--- src/rtl/ring_sampler.sv ---
// Stereo-to-mono Avalon-ST sampler feeding a segmented power-of-two ring buffer,
// announcing each newly completed analysis window. Optional decimation via SAMPLER_DECIM_EN.
module ring_sampler #(
  parameter int DATA_W   = 16,
  parameter int ADDR_W   = 13,
  parameter int SEG_LOG2 = 10,
  parameter int WIN_SEGS = 4,
  parameter int DECIM    = 1
) (
  input  logic                         clk,
  input  logic                         reset,
  input  logic                         enable,
  input  logic [1:0]                   mode,
  input  logic [DATA_W-1:0]            left_in_data,
  input  logic                         left_in_valid,
  output logic                         left_in_ready,
  input  logic [DATA_W-1:0]            right_in_data,
  input  logic                         right_in_valid,
  output logic                         right_in_ready,
  output logic [DATA_W-1:0]            ring_buf_data,
  output logic [ADDR_W-1:0]            ring_buf_addr,
  output logic                         ring_buf_wren,
  output logic [ADDR_W-SEG_LOG2-1:0]   window_start,
  output logic                         go_out,
  input  logic                         hann_busy,
  output logic                         overrun
);

  localparam int SEG_W    = ADDR_W - SEG_LOG2;
  localparam int NUM_SEGS = 1 << SEG_W;
  localparam int FILL_W   = $clog2(WIN_SEGS + 1);
  localparam logic [FILL_W-1:0] FILL_MAX = FILL_W'(WIN_SEGS);
  localparam logic [FILL_W-1:0] FILL_THR = FILL_W'(WIN_SEGS - 1);

  typedef enum logic [1:0] {
    MODE_LEFT  = 2'd0,
    MODE_RIGHT = 2'd1,
    MODE_AVG   = 2'd2,
    MODE_RSVD  = 2'd3
  } mode_e;

  if (SEG_LOG2 < 1 || SEG_LOG2 >= ADDR_W || WIN_SEGS < 1 || WIN_SEGS >= NUM_SEGS || DECIM < 1)
  begin : g_bad_params
    $error("ring_sampler: illegal parameter combination");
  end

  // ---------------------------------------------------------------------------
  // Input handshake: ready is enable delayed by one cycle, both channels drained.
  // ---------------------------------------------------------------------------
  logic  r_ready;
  logic  w_l_xfer;
  logic  w_r_xfer;
  mode_e w_mode;
  mode_e r_mode_prev;
  logic  w_mode_chg;

  // NOTE: sequential state uses non-blocking assignments so every register
  // samples the pre-edge values, independent of process ordering.
  always_ff @(posedge clk) begin
    if (reset) r_ready <= 1'b0;
    else       r_ready <= enable;
  end

  assign left_in_ready  = r_ready;
  assign right_in_ready = r_ready;
  assign w_l_xfer       = left_in_valid  & r_ready;
  assign w_r_xfer       = right_in_valid & r_ready;

  assign w_mode     = (mode == MODE_RSVD) ? MODE_LEFT : mode_e'(mode);
  assign w_mode_chg = (w_mode != r_mode_prev);

  // Mode tracking runs through reset so a reset alone never looks like a mode change.
  always_ff @(posedge clk) begin
    r_mode_prev <= w_mode;
  end

  // ---------------------------------------------------------------------------
  // Channel latches and mono sample production.
  // ---------------------------------------------------------------------------
  logic              r_l_full;
  logic              r_r_full;
  logic [DATA_W-1:0] r_l_data;
  logic [DATA_W-1:0] r_r_data;
  logic              w_l_have;
  logic              w_r_have;
  logic [DATA_W-1:0] w_l_val;
  logic [DATA_W-1:0] w_r_val;
  logic [DATA_W:0]   w_sum;
  logic              w_prod;
  logic [DATA_W-1:0] w_sample;
  logic              w_l_full_nx;
  logic              w_r_full_nx;

  assign w_l_have = w_l_xfer | (r_l_full & ~w_mode_chg);
  assign w_r_have = w_r_xfer | (r_r_full & ~w_mode_chg);
  assign w_l_val  = w_l_xfer ? left_in_data  : r_l_data;
  assign w_r_val  = w_r_xfer ? right_in_data : r_r_data;
  assign w_sum    = {w_l_val[DATA_W-1], w_l_val} + {w_r_val[DATA_W-1], w_r_val};

  // NOTE: every always_comb output gets a default first, so no path can
  // leave a signal unassigned and infer a latch.
  always_comb begin
    w_prod      = 1'b0;
    w_sample    = '0;
    w_l_full_nx = 1'b0;
    w_r_full_nx = 1'b0;
    case (w_mode)
      MODE_RIGHT: begin
        w_prod   = w_r_xfer;
        w_sample = right_in_data;
      end
      MODE_AVG: begin
        if (w_l_have && w_r_have) begin
          w_prod   = 1'b1;
          w_sample = w_sum[DATA_W:1];
        end else begin
          w_l_full_nx = w_l_have;
          w_r_full_nx = w_r_have;
        end
      end
      default: begin
        w_prod   = w_l_xfer;
        w_sample = left_in_data;
      end
    endcase
  end

  always_ff @(posedge clk) begin
    if (reset) begin
      r_l_full <= 1'b0;
      r_r_full <= 1'b0;
    end else begin
      r_l_full <= w_l_full_nx;
      r_r_full <= w_r_full_nx;
    end
  end

  // NOTE: latch payloads need no reset; the full flags alone decide whether
  // they are ever read, which keeps the reset net off the data path.
  always_ff @(posedge clk) begin
    if (w_l_xfer) r_l_data <= left_in_data;
    if (w_r_xfer) r_r_data <= right_in_data;
  end

  // ---------------------------------------------------------------------------
  // Optional decimation: keep the first produced sample, then every DECIM-th.
  // ---------------------------------------------------------------------------
  logic w_keep;
  logic w_write;

`ifdef SAMPLER_DECIM_EN
  localparam int DCNT_W = (DECIM > 1) ? $clog2(DECIM) : 1;
  localparam logic [DCNT_W-1:0] DCNT_LAST = DCNT_W'(DECIM - 1);

  logic [DCNT_W-1:0] r_dcnt;
  logic [DCNT_W-1:0] w_dcnt_base;

  assign w_dcnt_base = w_mode_chg ? '0 : r_dcnt;
  assign w_keep      = (w_dcnt_base == '0);

  always_ff @(posedge clk) begin
    if (reset) begin
      r_dcnt <= '0;
    end else if (w_prod) begin
      r_dcnt <= (w_dcnt_base == DCNT_LAST) ? '0 : w_dcnt_base + DCNT_W'(1);
    end else if (w_mode_chg) begin
      r_dcnt <= '0;
    end
  end
`else
  assign w_keep = 1'b1;
`endif

  assign w_write = w_prod & w_keep;

  // ---------------------------------------------------------------------------
  // Ring write port: registered one cycle after production.
  // ---------------------------------------------------------------------------
  logic              r_wren;
  logic [DATA_W-1:0] r_wr_data;
  logic [ADDR_W-1:0] r_wr_addr;
  logic [ADDR_W-1:0] r_wr_ptr;

  always_ff @(posedge clk) begin
    if (reset) begin
      r_wren    <= 1'b0;
      r_wr_data <= '0;
      r_wr_addr <= '0;
      r_wr_ptr  <= '0;
    end else begin
      r_wren <= w_write;
      if (w_write) begin
        r_wr_data <= w_sample;
        r_wr_addr <= r_wr_ptr;
        r_wr_ptr  <= r_wr_ptr + ADDR_W'(1);
      end
    end
  end

  assign ring_buf_wren = r_wren;
  assign ring_buf_data = r_wr_data;
  assign ring_buf_addr = r_wr_addr;

  // ---------------------------------------------------------------------------
  // Segment tracking, window announcement and overrun.
  // ---------------------------------------------------------------------------
  logic              w_seg_done;
  logic [SEG_W-1:0]  w_seg_idx;
  logic              w_win_ready;
  logic [FILL_W-1:0] r_fill;
  logic              r_go;
  logic [SEG_W-1:0]  r_win_start;
  logic              r_overrun;

  assign w_seg_done  = r_wren & (&r_wr_addr[SEG_LOG2-1:0]);
  assign w_seg_idx   = r_wr_addr[ADDR_W-1:SEG_LOG2];
  assign w_win_ready = w_seg_done & (r_fill >= FILL_THR);

  always_ff @(posedge clk) begin
    if (reset) begin
      r_fill      <= '0;
      r_go        <= 1'b0;
      r_win_start <= '0;
      r_overrun   <= 1'b0;
    end else begin
      r_go <= w_win_ready;
      if (w_seg_done && r_fill != FILL_MAX) r_fill <= r_fill + FILL_W'(1);
      // Window start wraps naturally modulo NUM_SEGS in SEG_W bits.
      if (w_win_ready) r_win_start <= w_seg_idx - SEG_W'(WIN_SEGS - 1);
      if (r_go && hann_busy) r_overrun <= 1'b1;
    end
  end

  assign go_out       = r_go;
  assign window_start = r_win_start;
  assign overrun      = r_overrun;

endmodule

--- config.mk ---
export PLATFORM = sky130hd
export DESIGN_NAME = ring_sampler
export DESIGN_NICKNAME = d
export VERILOG_FILES = /design/src/rtl/ring_sampler.sv
export SDC_FILE = /design/constraint.sdc
export NUM_CORES = 1
export LEC_CHECK = 0
export ABC_AREA = 1
export BUFFER_PORTS_ARGS = -buffer_cell sky130_fd_sc_hd__buf_2
export CAP_MARGIN = 15
export CORE_ASPECT_RATIO = 1.4
export CORE_MARGIN = 1
export CORE_UTILIZATION = 45
export CTS_CLUSTER_SIZE = 30
export DETAILED_ROUTE_END_ITERATION = 10
export PLACE_DENSITY = 0.67
export SYNTH_ARGS = -nofsm -noshare
export SYNTH_HDL_FRONTEND = slang
export SYNTH_SLANG_ARGS = --single-unit
--- constraint.sdc ---
create_clock -name clk -period 3.3 [get_ports clk]
set_clock_uncertainty 0.15 [all_clocks]
set_input_delay 0.33 -clock clk [delete_from_list [all_inputs] [get_ports clk]]
set_output_delay 0.33 -clock clk [all_outputs]
set_load 0.02 [all_outputs]
==> flow_metrics.env <==
export IMPL_cts_resized_gates=0
export IMPL_hold_viol=0
export IMPL_floorplan_initialDensity_pct=46.42
export IMPL_ir_drop_mv=0.2844
export IMPL_drive_above_1_share_pct=21.28
export IMPL_die_w_um=87.64
export IMPL_relSlewSlack_pct=46.39
export IMPL_crit_fanout=21
export IMPL_syn_inst=631
export IMPL_synth_nets=695
export IMPL_maxCapViolCount=0
export IMPL_synth_avg_cell_area_um2=7.323
export IMPL_cts_max_path_buffers=2
export IMPL_htreeDepth=3
export IMPL_met1Wirelength_mm=5.159
export IMPL_tns_ps=0
export IMPL_leakage_nw=2.508
export IMPL_max_freq_mhz=345.6
export IMPL_end_kind="flop"
export IMPL_wl_met2_mm=5.997
export IMPL_via_per_inst=5.194
export IMPL_critical_path_arrival_ps=3020
export IMPL_grt_pass1_vias=4264
export IMPL_dr_pass1_iters=5
export IMPL_grt_pass1_wl_mm=19.64
export IMPL_cts_buffers=9
export IMPL_cts_num_sinks=88
export IMPL_die_y_um=121.9
export IMPL_min_period_ps=2893
export IMPL_syn2layout_area_growth_pct=15.95
export IMPL_hp_class="in -> reg"
export IMPL_final_common_cell="nand2_1"
export IMPL_yosysSeqAreaShare_pct=38.13
export IMPL_regArea_um2=1763
export IMPL_final_cell_mix="nand2_1, dfxtp_1, buf_2"
export IMPL_ioPinCount=77
export IMPL_die_area_um2=10680
export IMPL_fin_nets=764
export IMPL_tightest_slew_ps=803.3
export IMPL_dr_max_layer_used="met4"
export IMPL_grt_ovfl_total=0
export IMPL_antenna_cells=0
export IMPL_multiInputGateArea_um2=2469
export IMPL_post_dp_cell_area_um2=5061
export IMPL_outcome="completed"
export IMPL_hold_buffers=0
export IMPL_critPathKind="reg -> reg"
export IMPL_wl_per_cell_um=14.16
export IMPL_rrSetupSlack_ps=410
export IMPL_first_iter_violations=290
export IMPL_cts_tree="yes"
export IMPL_cpPeakStageDelay_ps=400
export IMPL_fillers=978
export IMPL_num_vias=4363
export IMPL_yosys_register_bits=88
export IMPL_cp_start_kind="flop"
export IMPL_rows=43
export IMPL_grt_max_degree=38
export IMPL_drc=0
export IMPL_numPortBuffers=76
export IMPL_power_density_nw_per_um2=569.8
export IMPL_crit_chain="nand2_4 > mux2_2 > ha_1 > a21oi_1 > a21boi_0 > o21ai_0 > a21oi_1 > nand2_1 > nand2_1 > nand3_1 > nand2_1 > nand2_1 > a21oi_2"
export IMPL_p_total_w=0.003053
export IMPL_fin_cells=840
export IMPL_cts_root_buffer="clkbuf_16"
export IMPL_ys_types=41
export IMPL_p_int_w=0.002027
export IMPL_cts_clk_slew_worst_paths_ps=70
export IMPL_core_area_um2=9953
export IMPL_grt_usage_pct=23.89
export IMPL_synthesis_area_um2=4621
export IMPL_finalSetupViolCount=0
export IMPL_yosysWarnings=0
export IMPL_min_path_cells=3
export IMPL_reg2reg_depth=13
export IMPL_drtAntennaViolNets=0
export IMPL_hold_start="hann_busy"
export IMPL_swShare_pct=33.59
export IMPL_p_clk_share_pct=32.5
export IMPL_insertion_delay_ps=340
export IMPL_stdcell_area_um2=5358
export IMPL_critical_path_required_ps=3430
export IMPL_slowest_stage="mux2_2"
export IMPL_switchingPower_w=0.001025
export IMPL_pwr_share_comb_pct=27.5
export IMPL_r2r_start="left_in_ready"
export IMPL_dp_hpwl_mm=8.795
export IMPL_gp_routability_congestion=0.9117
export IMPL_seqPwrFrac_pct=40.0
export IMPL_crit_top_cell="nand2_1"
export IMPL_antenna_found_initial=0
export IMPL_wirelength_mm=11.90
export IMPL_critPathLaunch="left_in_ready"
export IMPL_drv_slew=0
export IMPL_period_share_pct=87.67
export IMPL_rsz0062_at_grt="no"
export IMPL_wl_met3_um=446
export IMPL_dp_cells=824
export IMPL_cts_setup_buffers=0
## flip-flops by register name (all words and copies together), names as in the netlist
| register | cells |
|---|---|
| r_r_data | 16 |
| r_fill | 3 |
| r_l_full | 1 |
| ring_buf_data | 16 |
| ring_buf_wren | 1 |
| ring_buf_addr | 13 |
| overrun | 1 |
| left_in_ready | 1 |
| r_r_full | 1 |
| r_mode_prev | 2 |
| go_out | 1 |
| window_start | 3 |
| r_wr_ptr | 13 |
| r_l_data | 16 |
## path summary, 6_finish.rpt
kind / endpoint
max: ring_buf_data[14]
min: overrun
max reg2reg: ring_buf_data[14]
min reg2reg: r_l_data[5]
## critical path, delay by kind of cell (launching register included)
family | cells | cell delay [ps]
AO/OA/AOI/OAI | 5 | 930
adder cells (fa/ha/maj) | 1 | 340
flip-flops | 1 | 390
multiplexers | 1 | 400
AND/OR/NAND/NOR | 6 | 610
## power by group through the flow
stage / clock [W] / combinational (W) / sequential (W)
4_1_cts: 0.00101 / 0.000830 / 0.00122
2_1_floorplan: 0 / 0.000595 / 0.00128
3_5_place_dp: 0 / 0.000825 / 0.00125
3_3_place_gp: 0 / 0.000812 / 0.00124
5_1_grt: 0.00106 / 0.000944 / 0.00123
6_report: 0.000992 / 0.000838 / 0.00122
## kinds of logic after synthesis
family,Yosys count,share of synthesized area [%]
buffers and inverters,87,8.448
xor gates and xnor gates,6,1.137
DFF,88,38.13
adders and majority gates,24,6.661
AOI/OAI and AO/OA,135,16.19
and+or+nand+nor,279,26.51
muxes,12,2.924
## cells in the mapped netlist
cell	count	area, um^2
a211oi_1	1	7.510
a21boi_0	3	22.52
a21o_1	1	7.510
a21oi_1	70	350.3
a21oi_2	6	52.55
a221oi_1	1	8.760
a31oi_1	3	18.77
and3_1	1	6.260
buf_1	1	3.750
buf_4	5	37.54
buf_6	6	67.56
clkbuf_1	12	45.04
dfxtp_1	88	1762
fa_1	1	20.02
ha_1	23	287.8
inv_1	60	225.2
inv_2	3	11.26
mux2_2	12	135.1
nand2_1	157	589.3
nand2_2	18	112.6
nand2_4	4	45.04
nand3_1	30	150.1
nand3_2	2	20.02
nand4_1	4	25.02
nor2_1	45	168.9
nor2_2	1	6.260
nor3_1	12	60.06
nor3_2	2	20.02
nor3b_1	2	15.01
nor4_1	1	6.260
o211ai_1	2	15.01
o211ai_2	1	12.51
o21a_1	1	7.510
o21ai_0	20	100.1
o21ai_1	21	105.1
o21ai_2	1	8.760
o21bai_1	2	15.01
o221ai_1	1	8.760
o31ai_1	1	7.510
xnor2_1	2	17.52
xor2_1	4	35.03
## final cells by class
type,count,area share [%]
Sequential cell,88,32.91
Clock buffer,11,4.717
Inverter,63,4.484
Multi-Input combinational cell,456,46.08
Tap cell,135,3.153
Clock inverter,5,0.7240
Timing Repair Buffer,82,7.940
## stage by stage
step	hold WS [ps]	setup slack [ps]	utilization, %
floorplan	278.2	348.4	-
global placement	288.1	367.0	50.85
detailed placement	293.9	264.4	50.85
CTS	56.20	241.4	53.78
global route	51.98	88.68	53.83
finish	63.06	406.8	53.83
## layer usage
metal | track usage (%) | vias to the layer above
li1 | - | 2221
met1 | 28.08 | 1987
met2 | 42.09 | 132
met3 | 4.404 | 23
met4 | 9.939 | 0
met5 | 0 | -
Power figures use the tool's default switching activity.
